===== src/rtl/pipeline_controller.sv =====
// Pipeline sequencing and hazard control: run/step/drain/halt FSM, load-use stall,
// branch/jump flushes and an enabled-cycle counter.
module pipeline_controller #(
    parameter logic [5:0] HALT_OP      = 6'b111111,
    parameter int         DRAIN_CYCLES = 3
) (
    input  logic        clk,
    input  logic        reset,
    input  logic        start,
    input  logic        step_mode,
    input  logic        step,
    input  logic [5:0]  id_opcode,
    input  logic [4:0]  id_rs,
    input  logic [4:0]  id_rt,
    input  logic        ex_mem_read,
    input  logic [4:0]  ex_rt,
    input  logic        ex_branch_taken,
    input  logic        id_jump,
    output logic        pipe_enable,
    output logic        pc_write,
    output logic        if_id_write,
    output logic        if_id_flush,
    output logic        id_ex_flush,
    output logic        halted,
    output logic [2:0]  state,
    output logic [31:0] cycle_count
);

    typedef enum logic [2:0] {
        IDLE   = 3'd0,
        RUN    = 3'd1,
        STEP   = 3'd2,
        DRAIN  = 3'd3,
        HALTED = 3'd4
    } state_t;

    state_t      state_r;
    logic        mode_r;
    logic        step_q_r;
    logic        halted_r;
    logic [31:0] drain_cnt_r;
    logic [31:0] cycle_count_r;

    logic step_edge_s;
    logic pipe_enable_s;
    logic hazard_s;
    logic halt_now_s;
    logic pc_write_s;
    logic if_id_write_s;
    logic if_id_flush_s;
    logic id_ex_flush_s;

    assign step_edge_s = step & ~step_q_r;
    assign hazard_s    = ex_mem_read && (ex_rt != 5'd0) && ((ex_rt == id_rs) || (ex_rt == id_rt));

    // Global advance enable; in step mode only the cycle a step edge is seen advances
    always_comb begin
        pipe_enable_s = 1'b0;
        case (state_r)
            RUN:     pipe_enable_s = 1'b1;
            STEP:    pipe_enable_s = step_edge_s;
            DRAIN:   pipe_enable_s = mode_r ? step_edge_s : 1'b1;
            default: pipe_enable_s = 1'b0;
        endcase
    end

    assign halt_now_s = pipe_enable_s && !ex_branch_taken && (id_opcode == HALT_OP)
                        && ((state_r == RUN) || (state_r == STEP));

    // Per-cycle enables and flushes; branch wins over load-use, load-use over jump
    always_comb begin
        pc_write_s    = 1'b0;
        if_id_write_s = 1'b0;
        if_id_flush_s = 1'b0;
        id_ex_flush_s = 1'b0;
        if (pipe_enable_s) begin
            if (ex_branch_taken) begin
                pc_write_s    = 1'b1;
                if_id_write_s = 1'b1;
                if_id_flush_s = 1'b1;
                id_ex_flush_s = 1'b1;
            end else if (hazard_s) begin
                id_ex_flush_s = 1'b1;
            end else if (id_jump) begin
                pc_write_s    = 1'b1;
                if_id_write_s = 1'b1;
                if_id_flush_s = 1'b1;
            end else begin
                pc_write_s    = 1'b1;
                if_id_write_s = 1'b1;
            end
            // Once HALT is in ID nothing new is fetched unless a branch abandons the halt
            if (halt_now_s || ((state_r == DRAIN) && !ex_branch_taken)) begin
                pc_write_s    = 1'b0;
                if_id_write_s = 1'b0;
            end else begin
                pc_write_s    = pc_write_s;
                if_id_write_s = if_id_write_s;
            end
        end else begin
            pc_write_s    = 1'b0;
            if_id_write_s = 1'b0;
        end
    end

    // FSM, step edge history, drain counter and saturating cycle counter
    always_ff @(posedge clk or negedge reset) begin
        if (!reset) begin
            state_r       <= IDLE;
            mode_r        <= 1'b0;
            step_q_r      <= 1'b0;
            halted_r      <= 1'b0;
            drain_cnt_r   <= 32'd0;
            cycle_count_r <= 32'd0;
        end else begin
            step_q_r <= step;
            if (pipe_enable_s && (cycle_count_r != 32'hFFFF_FFFF)) begin
                cycle_count_r <= cycle_count_r + 32'd1;
            end
            case (state_r)
                IDLE: begin
                    if (start) begin
                        mode_r  <= step_mode;
                        state_r <= step_mode ? STEP : RUN;
                    end
                end
                RUN, STEP: begin
                    if (halt_now_s) begin
                        state_r     <= DRAIN;
                        drain_cnt_r <= 32'(DRAIN_CYCLES);
                    end
                end
                DRAIN: begin
                    if (pipe_enable_s) begin
                        if (ex_branch_taken) begin
                            state_r <= mode_r ? STEP : RUN;
                        end else if (drain_cnt_r <= 32'd1) begin
                            state_r  <= HALTED;
                            halted_r <= 1'b1;
                        end else begin
                            drain_cnt_r <= drain_cnt_r - 32'd1;
                        end
                    end
                end
                HALTED:  state_r <= HALTED;
                default: state_r <= IDLE;
            endcase
        end
    end

    assign pipe_enable = pipe_enable_s;
    assign pc_write    = pc_write_s;
    assign if_id_write = if_id_write_s;
    assign if_id_flush = if_id_flush_s;
    assign id_ex_flush = id_ex_flush_s;
    assign halted      = halted_r;
    assign state       = state_r;
    assign cycle_count = cycle_count_r;

endmodule


===== config.mk =====
export PLATFORM = sky130hd
export DESIGN_NAME = pipeline_controller
export DESIGN_NICKNAME = d
export VERILOG_FILES = /design/src/rtl/pipeline_controller.sv
export SDC_FILE = /design/constraint.sdc
export NUM_CORES = 1
export LEC_CHECK = 0
export ABC_CLOCK_PERIOD_IN_PS = 7000
export BUFFER_PORTS_ARGS = -buffer_cell sky130_fd_sc_hd__buf_2
export CAP_MARGIN = 20
export CORE_ASPECT_RATIO = 1.4
export CORE_MARGIN = 2
export CORE_UTILIZATION = 50
export CTS_BUF_LIST = sky130_fd_sc_hd__clkbuf_4
export CTS_CLUSTER_DIAMETER = 120
export DETAILED_ROUTE_END_ITERATION = 7
export PLACE_DENSITY = 0.73
export SETUP_SLACK_MARGIN = 0.5
export SLEW_MARGIN = 20
export SYNTH_ARGS = -nofsm -noshare
export SYNTH_HDL_FRONTEND = slang
export SYNTH_SLANG_ARGS = --single-unit

===== constraint.sdc =====
create_clock -name clk -period 7 [get_ports clk]
set_input_delay 0.35 -clock clk [delete_from_list [all_inputs] [get_ports clk]]
set_output_delay 0.35 -clock clk [all_outputs]
set_load 0.005 [all_outputs]

==> metrics.md, run 1 <==
| Metric | Value |
|---|---|
| Largest net degree at the start of global routing | `71` |
| GRT Util Overall | `0.227` |
| Worst-path fanout max | `50` |
| Crit path required time | `approximately 7.4 ns` |
| Peak supply drop | `~0.00028 V` |
| DRT Pass-1 Iters | `4` |
| Initial detailed-routing violation count | `279` |
| Combinational share of power | `0.510` |
| Vias in the first global route | `3319` |
| Synth unique cells | `51` |
| Post-CTS Resized | `0` |
| Mapped Cells | `between 400 and 500` |
| Internal power | `0.877 mW` |
| Number of I/O port buffers | `69` |
| Final Max Tran Viols | `0` |
| Worst R2R End | `drain_cnt_r[14]` |
| Sequential share of the synthesized area | `0.451` |
| Switching portion of total power | `0.489` |
| Most frequent cells in the layout | `dfrtp_1, buf_2, a21oi_1` |
| Post-Route WL | `~9000 um` |
| Synth Flop Type | `dfrtp_1` |
| Critical path origin | `state[1]` |
| Setup ws final | `approximately 3.7 ns` |
| Area growth syn-to-layout | `12.4%` |
| Gp weighted congestion | `0.905` |
| Post-DP HPWL | `6480 um` |
| Most common cell after layout, fill and taps aside | `dfrtp_1` |
| Synth Area per Inst | `9.51 sq um` |
| Met3 GRT Util | `0.0334` |
| RSZ-0062 raised after global routing | `no` |
| Met2 GRT Util | `0.390` |
| CTS tree | `yes` |
| Post-Route Setup TNS | `0 ns` |
| Core outline area | `7650 sq um` |
| Worst-Skew Late Latency | `around 0.43 ns` |
| Flop and latch count out of synthesis | `70` |
| Max Fclk | `300 MHz` |
| Final Hold Viols | `0` |
| Reg power frac | `0.363` |
| Slew headroom | `0.319` |
| Antenna violations before repair | `0` |
| Vias per inst | `6.01` |
| Detail Route Antenna Nets | `0` |
| Ant. Diodes | `0` |
| Hold/Removal Path Class | `in2reg` |
| Hold-fix buffers at CTS | `0` |
| Reg clk slew, reported paths | `0.12 ns` |
| Die Y | `approximately 110 um` |
| GRT overflow | `0` |
| Clk pwr share | `0.127` |
| Layout cells sized above 1 | `0.200` |
| Endpoint class of the critical path | `flop` |
| Final Critical Period | `3.34 ns` |
| Cell Area, Placed | `4260 sq um` |
| Busiest grt layer | `met2` |
| Lkg Pwr | `between 2 and 2.5 nW` |
| CTS Buffer Depth | `2` |
| Yosys warns | `0` |
| Final core occ | `0.570` |
| Worst EP arrival | `3.69 ns` |
| R2R Setup Slk | `about 3.7 ns` |
| Critical path class | `reg2reg` |
| Measured slew at the worst slew-check pin | `roughly 1.0 ns` |
| Layout net count | `503` |
| Vias | `about 3500` |
| Fin crit share | `0.477` |
| Worst-case clock skew | `approximately 0.015 ns` |
| Status | `completed` |
| Synthesized cell area | `around 3900 sq um` |
| Residual DRC | `0` |
| Num CTS Buffers | `9` |
| Total clock sinks | `70` |
| FP Rows | `38` |
| Pwr per Cell Area | `393 nW/um^2` |
| First-pass GRT wire length | `15300 um` |
| Max-cap violation count | `0` |
| Setup crit end | `drain_cnt_r[14]` |
| Final Cell Area | `4360 sq um` |
| Pwr Total | `1.71 mW` |
| Place WS | `3.71 ns` |
| Mapped Nets | `440` |
| Full die area | `8490 sq um` |
| Starting Density | `0.507` |
| R2R Path Start | `state[1]` |
| M1 GR Usage | `0.279` |
| Post-CTS Setup Bufs | `0` |
| Async set or reset register ratio after synthesis | `1.00` |
| Post-synth EDFFs | `0` |
| Clock root cell | `clkbuf_4` |
| CTS H-tree lvls | `3` |
| Worst Reg2Reg Path Length in Cells | `6` |
| # setup viols final | `0` |
| Avg WL per Cell | `approximately 16 um` |
| # IOs | `70` |
| Psw | `0.838 mW` |
| Startpoint types | `flop` |
| Die span in x | `slightly below 80 um` |
## worst max-delay path, cell delays in order (launching register included)
cell	delay (ns)
dfrtp_1	0.55
nor4bb_1	0.32
a31oi_1	0.22
o31ai_2	0.53
nand3_2	0.74
or4_1	0.75
a21oi_1	0.16
## synthesized netlist by cell type (7+ instances only)
| cell type | count | share of area |
|---|---|---|
| nand3_1 | 22 | 0.028 |
| xor2_1 | 17 | 0.038 |
| nor3_1 | 19 | 0.025 |
| inv_1 | 7 | 0.0068 |
| nor2_1 | 19 | 0.018 |
| or3_1 | 24 | 0.039 |
| a21oi_1 | 28 | 0.036 |
| xnor2_1 | 24 | 0.054 |
| nor4_1 | 8 | 0.013 |
| o31ai_1 | 10 | 0.019 |
| o21ai_0 | 18 | 0.023 |
| and3_1 | 10 | 0.016 |
| or4_1 | 21 | 0.041 |
| clkbuf_1 | 9 | 0.0087 |
| nand2_1 | 24 | 0.023 |
| nand4_1 | 10 | 0.016 |
| dfrtp_1 | 70 | 0.45 |
## per-layer routing
layer	part of all wire	vias up
met4	0.026	0
met2	0.51	81
met3	0.036	18
met5	0	-
met1	0.43	1701
li1	-	1664
## power groups by stage
stage | sequential (mW) | clock, mW | combinational (mW)
floorplan | 0.585 | 0 | 0.693
global placement | 0.622 | 0 | 0.852
detailed placement | 0.629 | 0 | 0.870
CTS | 0.620 | 0.222 | 0.873
global route | 0.645 | 0.237 | 0.989
finish | 0.623 | 0.217 | 0.875
## sequential cells by signal, summed over array words and instances (netlist names)
name	flops
mode_r	1
drain_cnt_r	32
cycle_count	32
halted	1
state	3
step_q_r	1
## worst min-delay path by stage
stage	from	endpoint	slack (ns)	depth (start not counted)
2_1_floorplan	reset	cycle_count[0]	0.05	0
3_3_place_gp	halted	halted	0.46	1
3_5_place_dp	halted	halted	0.45	1
4_1_cts	step	step_q_r	0.04	1
5_1_grt	step	step_q_r	0.04	1
6_report	step	step_q_r	0.06	1
## kinds of logic (layout without fill, tap and decap cells)
| family | count (synthesis) | count (layout) | synth area share |
|---|---|---|---|
| compound gates | 82 | 82 | 0.132 |
| flops | 70 | 70 | 0.451 |
| simple gates | 185 | 185 | 0.276 |
| buf+inv | 25 | 93 | 0.0329 |
| xor+xnor | 41 | 41 | 0.0925 |
| fa+ha+maj | 3 | 3 | 0.00968 |
| mux | 2 | 2 | 0.00580 |
## stage by stage
step           cells  hold WS [ns]
6_report         576        0.0588
5_1_grt          576        0.0438
4_1_cts          576        0.0370
3_5_place_dp     560         0.452
3_3_place_gp     560         0.456
2_1_floorplan    408        0.0544
## cell type report
class                           instances  area [sq um]
Clock buffer                           10          75.1
Inverter                                7          26.3
Multi-Input combinational cell        313          2000
Sequential cell                        70          1750
Tap cell                              100           125
Clock inverter                          6          28.8
Fill cell                             671          3290
Timing Repair Buffer                   70           353
No activity file was read; power rests on OpenSTA's default activity.
==> run 2, diff against run 1 <==
- ABC_CLOCK_PERIOD_IN_PS: 7000 -> 3500
- clock period: 7 -> 3.5 ns (I/O delays scaled with it)
==> run 2 against run 1 <==
Combinational power rose by 120%. Final area grew 3.1%. Clock skew fell by 0.0042 ns. Critical path type unchanged. First-iteration DRC count decreased by 22%. Wire length increased by 1.2%. Critical endpoint is now drain_cnt_r[23]. Setup slack worse by 3.0 ns. Largest cell class unchanged. Worst hold slack gained 0.065 ns. Via count shrank 0.46%. Fmax increased by 18%. Sequential power grew 99%.
==> metrics.md, run 2 (synthesis gave the netlist of run 1 again) <==
| Metric | Value |
|---|---|
| Status | `completed (unchanged)` |
| Endpoint class of the critical path | `flop (unchanged)` |
| Measured slew at the worst slew-check pin | `0.696 ns (was 1.02 ns)` |
| Critical path class | `reg2reg (unchanged)` |
| Total clock sinks | `70 (unchanged)` |
| Post-Route Setup TNS | `0 ns (unchanged)` |
| # fillers | `705 (was 671)` |
| Hold/Removal Path Class | `in2reg (unchanged)` |
| Vias in the first global route | `3402 (was 3319)` |
| Post-CTS Setup Bufs | `0 (unchanged)` |
| Ant. Diodes | `0 (unchanged)` |
| Max Fclk | `354 MHz (was 300 MHz)` |
| CTS tree | `yes (unchanged)` |
| Layout net count | `514 (was 503)` |
| Full die area | `8490 sq um (unchanged)` |
| Worst-Skew Late Latency | `0.43 ns (about the same)` |
| Worst Reg2Reg Path Length in Cells | `7 (was 6)` |
| Layout Cells excl Fill | `585 (was 576)` |
| Layout cells sized above 1 | `0.210 (was 0.200)` |
| R2R Path Start | `drain_cnt_r[16] (was state[1])` |
| Vias per inst | `5.89 (was 6.01)` |
| Final Cell Area | `4500 sq um (was 4360 sq um)` |
| RSZ-0062 raised after global routing | `no (unchanged)` |
| GRT overflow | `0 (unchanged)` |
| Post-DP HPWL | `6730 um (was 6480 um)` |
| Detail Route Antenna Nets | `0 (unchanged)` |
| Initial detailed-routing violation count | `219 (was 279)` |
| Peak supply drop | `0.000381 V (was 0.000278 V)` |
| Pwr per Cell Area | `819 nW/um^2 (was 393 nW/um^2)` |
| GRT Util Overall | `0.232 (was 0.227)` |
| # setup viols final | `0 (unchanged)` |
| DRT Pass-1 Iters | `4 (unchanged)` |
| R2R Setup Slk | `0.67 ns (was 3.66 ns)` |
| CP Cell Sequence | `or4_4 -> or3_1 -> or4_4 -> nand3_4 -> buf_12 -> or3_1 -> a21oi_1 (was nor4bb_1 -> a31oi_1 -> o31ai_2 -> nand3_2 -> or4_1 -> a21oi_1)` |
| Number of I/O port buffers | `69 (unchanged)` |
| Crit path required time | `3.79 ns (was 7.35 ns)` |
| Lkg Pwr | `2.08 nW (was 2.01 nW)` |
| Place WS | `0.603 ns (was 3.71 ns)` |
| Worst-path fanout max | `27 (was 50)` |
| Final Max Tran Viols | `0 (unchanged)` |
| Area growth syn-to-layout | `15.9% (was 12.4%)` |
| Die span in x | `78.5 um (unchanged)` |
| # IOs | `70 (unchanged)` |
| Delay-heaviest family, CP | `simple AND/OR/NAND/NOR gates (unchanged)` |
| Worst-case clock skew | `0.0103 ns (was 0.0145 ns)` |
| Cell Area, Placed | `4330 sq um (was 4260 sq um)` |
| Most common cell after layout, fill and taps aside | `dfrtp_1 (unchanged)` |
| Avg WL per Cell | `15.6 um (was 15.7 um)` |
| Fin crit share | `0.808 (was 0.477)` |
| Die Y | `108 um (unchanged)` |
| Gp weighted congestion | `0.876 (was 0.905)` |
| Setup ws final | `0.672 ns (was 3.66 ns)` |
| Reg clk slew, reported paths | `0.10 ns (was 0.12 ns)` |
| Clock root cell | `clkbuf_4 (unchanged)` |
| CP Buf/Inv Count | `1 (was 0)` |
| Hold_sp | `start (was step)` |
| Crit-path slowest cell | `or4_4 (was or4_1)` |
| Startpoint types | `flop (unchanged)` |
| Residual DRC | `0 (unchanged)` |
| Core outline area | `7650 sq um (unchanged)` |
| Hold path depth | `3 (was 1)` |
| Slew headroom | `0.534 (was 0.319)` |
| Worst R2R End | `drain_cnt_r[23] (was drain_cnt_r[14])` |
| CTS H-tree lvls | `3 (unchanged)` |
| Post-Route WL | `9150 um (was 9040 um)` |
| Pwr Total | `3.68 mW (was 1.71 mW)` |
| Vias | `3448 (was 3464)` |
| Antenna violations before repair | `0 (unchanged)` |
| Most frequent cells in the layout | `dfrtp_1, buf_2, a21oi_1 (unchanged)` |
| Worst EP arrival | `3.11 ns (was 3.69 ns)` |
| Starting Density | `0.507 (unchanged)` |
| Final Hold Viols | `0 (unchanged)` |
| Num CTS Buffers | `9 (unchanged)` |
| Largest stage delay, worst path | `0.61 ns (was 0.75 ns)` |
| DP Cell Count | `568 (was 560)` |
| Critical path origin | `drain_cnt_r[16] (was state[1])` |
| Final Critical Period | `2.83 ns (was 3.34 ns)` |
| First-pass GRT wire length | `15500 um (was 15300 um)` |
| FP Rows | `38 (unchanged)` |
| Max-cap violation count | `0 (unchanged)` |
| Hold EP | `mode_r (was step_q_r)` |
| CTS Buffer Depth | `2 (unchanged)` |
| Largest net degree at the start of global routing | `44 (was 71)` |
-- run 2: tightest hold or removal path, cell delays in order --
cell and delay [ns]:
buf_2 0.11, nand3_1 0.08, mux2_2 0.15
-- run 2: worst max-delay path by stage --
stage | endpoint | cells after the start
3_3_place_gp | drain_cnt_r[14] | 7
5_1_grt | drain_cnt_r[23] | 7
4_1_cts | drain_cnt_r[24] | 7
6_report | drain_cnt_r[23] | 7
3_5_place_dp | drain_cnt_r[8] | 7
2_1_floorplan | drain_cnt_r[18] | 8
-- run 2: stage by stage --
| stage | hold WS [ns] | util |
|---|---|---|
| after global routing | 0.101 | 0.587 |
| after global placement | 0.234 | 0.566 |
| final | 0.124 | 0.587 |
| after CTS | 0.0947 | 0.585 |
| after floorplan | -0.121 | - |
| after detailed placement | 0.246 | 0.566 |
-- run 2: per-layer routing --
metal	vias up	global-route usage	wire length (um)
met4	0	0.105	260
met5	-	0	0
met2	105	0.403	4750
li1	1669	-	-
met1	1650	0.270	3680
met3	24	0.0568	464
-- run 2: final cells by class --
| cell class | instances | area, sq um | share of cell area |
|---|---|---|---|
| flip-flops and latches | 70 | 1750 | 0.390 |
| inverters | 7 | 26.3 | 0.00584 |
| clock buffers | 11 | 82.6 | 0.0184 |
| repair buffers | 81 | 455 | 0.101 |
| multi-input cells | 313 | 2020 | 0.449 |
| well taps | 100 | 125 | 0.0278 |
| clock inverters | 3 | 37.5 | 0.00835 |
-- run 2: what timing repair did --
item | 4_1_cts | 5_1_grt
setup endpoints to repair | 0 | 14
hold buffers | 3 | 0
gates resized for setup | 0 | 2
hold endpoints to repair | 29 | 0
-- run 2: report_power, final --
| group | internal, mW | total, mW | leakage (nW) | switching, mW |
|---|---|---|---|---|
| clock network | 0.222 | 0.497 | 0.0679 | 0.274 |
| logic | 0.726 | 1.94 | 1.07 | 1.22 |
| registers | 1.01 | 1.24 | 0.936 | 0.233 |
==> run 3, diff against run 2 <==
- ABC_CLOCK_PERIOD_IN_PS: 3500 -> 2300
- PLACE_DENSITY: 0.73 -> 0.76
- clock period: 3.5 -> 2.3 ns (I/O delays scaled with it)
==> run 3 against run 2 <==
The flow now finishes with violations (setup timing). Non-clock buffer count rose by 100. Setup slack worse by 0.90 ns. Via count is 25% higher. Fmax increased by 12%. Flip-flop and latch count is the same. Combinational power rose to 2.7 times the previous value. Clock power grew 120%.
==> metrics.md, run 3 (synthesis gave the netlist of run 1 again) <==
| Metric | Value |
|---|---|
| Status | `finished with violations (was completed)` |
| Violations in the final reports | `setup timing` |
| Worst EP arrival | `2.85 ns (was 3.11 ns)` |
| CTS tree | `yes (unchanged)` |
| DP Cell Count | `621 (was 568)` |
| # setup viols final | `32 (was 0)` |
| Measured slew at the worst slew-check pin | `0.465 ns (was 0.696 ns)` |
| GRT Util Overall | `0.299 (was 0.232)` |
| Final Hold Viols | `0 (unchanged)` |
| Worst hold slack | `0.0210 ns (was 0.124 ns)` |
| DRT Pass-1 Iters | `6 (was 4)` |
| Worst-Skew Late Latency | `0.45 ns (was 0.43 ns)` |
| Area growth syn-to-layout | `54.2% (was 15.9%)` |
| Largest net degree at the start of global routing | `66 (was 44)` |
| Internal power | `4.51 mW (was 1.96 mW)` |
| FP Rows | `38 (unchanged)` |
| Worst-case clock skew | `0.0272 ns (was 0.0103 ns)` |
| Residual DRC | `0 (unchanged)` |
| Die Y | `108 um (unchanged)` |
| Ant. Diodes | `0 (unchanged)` |
| GRT overflow | `0 (unchanged)` |
| Max Fclk | `395 MHz (was 354 MHz)` |
| CTS H-tree lvls | `3 (unchanged)` |
| Pwr per Cell Area | `1340 nW/um^2 (was 819 nW/um^2)` |
| # IOs | `70 (unchanged)` |
| Slew headroom | `0.690 (was 0.534)` |
| Peak supply drop | `0.000932 V (was 0.000381 V)` |
| Reg power frac | `0.222 (was 0.338)` |
| Vias | `4293 (was 3448)` |
| Initial detailed-routing violation count | `434 (was 219)` |
| Final Max Tran Viols | `0 (unchanged)` |
| Vias in the first global route | `4032 (was 3402)` |
| Worst-path fanout max | `6 (was 27)` |
| Hold/Removal Path Class | `in2async (was in2reg)` |
| Most frequent cells in the layout | `buf_4, buf_2, dfrtp_1, nand2_1, a21oi_1 (was dfrtp_1, buf_2, a21oi_1)` |
| Core outline area | `7650 sq um (unchanged)` |
| Vias per inst | `6.24 (was 5.89)` |
| Clk pwr share | `0.133 (was 0.135)` |
| Fin crit share | `1.10 (was 0.808)` |
| Layout cells sized above 1 | `0.491 (was 0.210)` |
| Psw | `3.53 mW (was 1.72 mW)` |
| Layout Cells excl Fill | `688 (was 585)` |
| Number of I/O port buffers | `69 (unchanged)` |
| Gp weighted congestion | `0.885 (was 0.876)` |
| Starting Density | `0.507 (unchanged)` |
| Die span in x | `78.5 um (unchanged)` |
| Detail Route Antenna Nets | `0 (unchanged)` |
| Post-DP HPWL | `7740 um (was 6730 um)` |
| Full die area | `8490 sq um (unchanged)` |
| Antenna violations before repair | `0 (unchanged)` |
| Final core occ | `0.782 (was 0.587)` |
| Layout net count | `615 (was 514)` |
| Num CTS Buffers | `9 (unchanged)` |
| Post-Route WL | `14600 um (was 9150 um)` |
| First-pass GRT wire length | `19600 um (was 15500 um)` |
| Crit path required time | `2.62 ns (was 3.79 ns)` |
| Switching portion of total power | `0.439 (was 0.468)` |
| Reg clk slew, reported paths | `0.13 ns (was 0.10 ns)` |
| Clock root cell | `clkbuf_4 (unchanged)` |
| CTS Buffer Depth | `2 (unchanged)` |
| RSZ-0062 raised after global routing | `yes (was no)` |
| Final Critical Period | `2.53 ns (was 2.83 ns)` |
| Max-cap violation count | `0 (unchanged)` |
| Combinational share of power | `0.645 (was 0.527)` |
| Most common cell after layout, fill and taps aside | `buf_4 (was dfrtp_1)` |
| Lkg Pwr | `2.75 nW (was 2.08 nW)` |
| Setup ws final | `-0.229 ns (was 0.672 ns)` |
| Total clock sinks | `70 (unchanged)` |
| Place WS | `-0.194 ns (was 0.603 ns)` |
| Startpoint types | `flop (unchanged)` |
| Endpoint class of the critical path | `flop (unchanged)` |
| Avg WL per Cell | `21.2 um (was 15.6 um)` |
| Critical path class | `reg2reg (unchanged)` |
run 3: layer usage:
| metal | GRT usage | vias to the layer above | routed length, um |
|---|---|---|---|
| li1 | - | 1877 | - |
| met1 | 0.333 | 2109 | 5160 |
| met3 | 0.0601 | 77 | 841 |
| met5 | 0 | - | 0 |
| met4 | 0.162 | 0 | 789 |
| met2 | 0.533 | 230 | 7790 |
run 3: timing repair:
action,4_1_cts,5_1_grt
setup buffers,19,28
endpoints found under the hold margin,72,0
gates resized for setup,74,54
setup endpoints to repair,72,73
pin swaps,58,46
hold buffers,3,0
cloned,1,0
run 3: final timing paths:
path                                      from              end  slack [ns]  cells after the start
worst max-delay path            drain_cnt_r[1]  drain_cnt_r[18]       -0.23                      9
worst min-delay path                     reset         step_q_r        0.02                      2
worst max register to register  drain_cnt_r[1]  drain_cnt_r[18]       -0.23                      9
worst min register to register          halted           halted        0.50                      1
max in group asynchronous                reset         state[2]        1.66                      3
min in group clk                         start           mode_r        0.05                      3
run 3: layout make-up:
cell class,instances,area (sq um)
inverter,7,32.5
sequential,70,1760
multi-input combinational,314,2550
clock buffer,9,67.6
fill,441,1670
clock inverter,7,121
timing repair buffer,181,1330
tap,100,125
run 3: power groups by stage:
stage / logic [mW] / registers [mW] / clock network (mW)
6_report: 5.19 / 1.78 / 1.07
5_1_grt: 5.53 / 1.82 / 1.12
4_1_cts: 4.60 / 1.76 / 1.04
3_5_place_dp: 3.87 / 1.79 / 0
3_3_place_gp: 3.76 / 1.77 / 0
2_1_floorplan: 2.24 / 1.79 / 0
run 3: stage by stage:
step           total power, mW  area [sq um]  setup TNS, ns
4_1_cts                   7.40          5570          -3.36
3_3_place_gp              5.54          4860          -3.57
5_1_grt                   8.47          5980          -7.25
6_report                  8.03          5980          -4.95
2_1_floorplan             4.03          4010          -3.04
3_5_place_dp              5.66          4860          -5.08
run 3: worst max-delay path, stage by stage (launching register included):
cell      delay, ns
dfrtp_1        0.40
inv_1          0.08
ha_2           0.18
o21bai_1       0.11
or4_1          0.53
or4_4          0.58
buf_4          0.17
and3_4         0.19
nand4b_1       0.10
a21oi_1        0.09
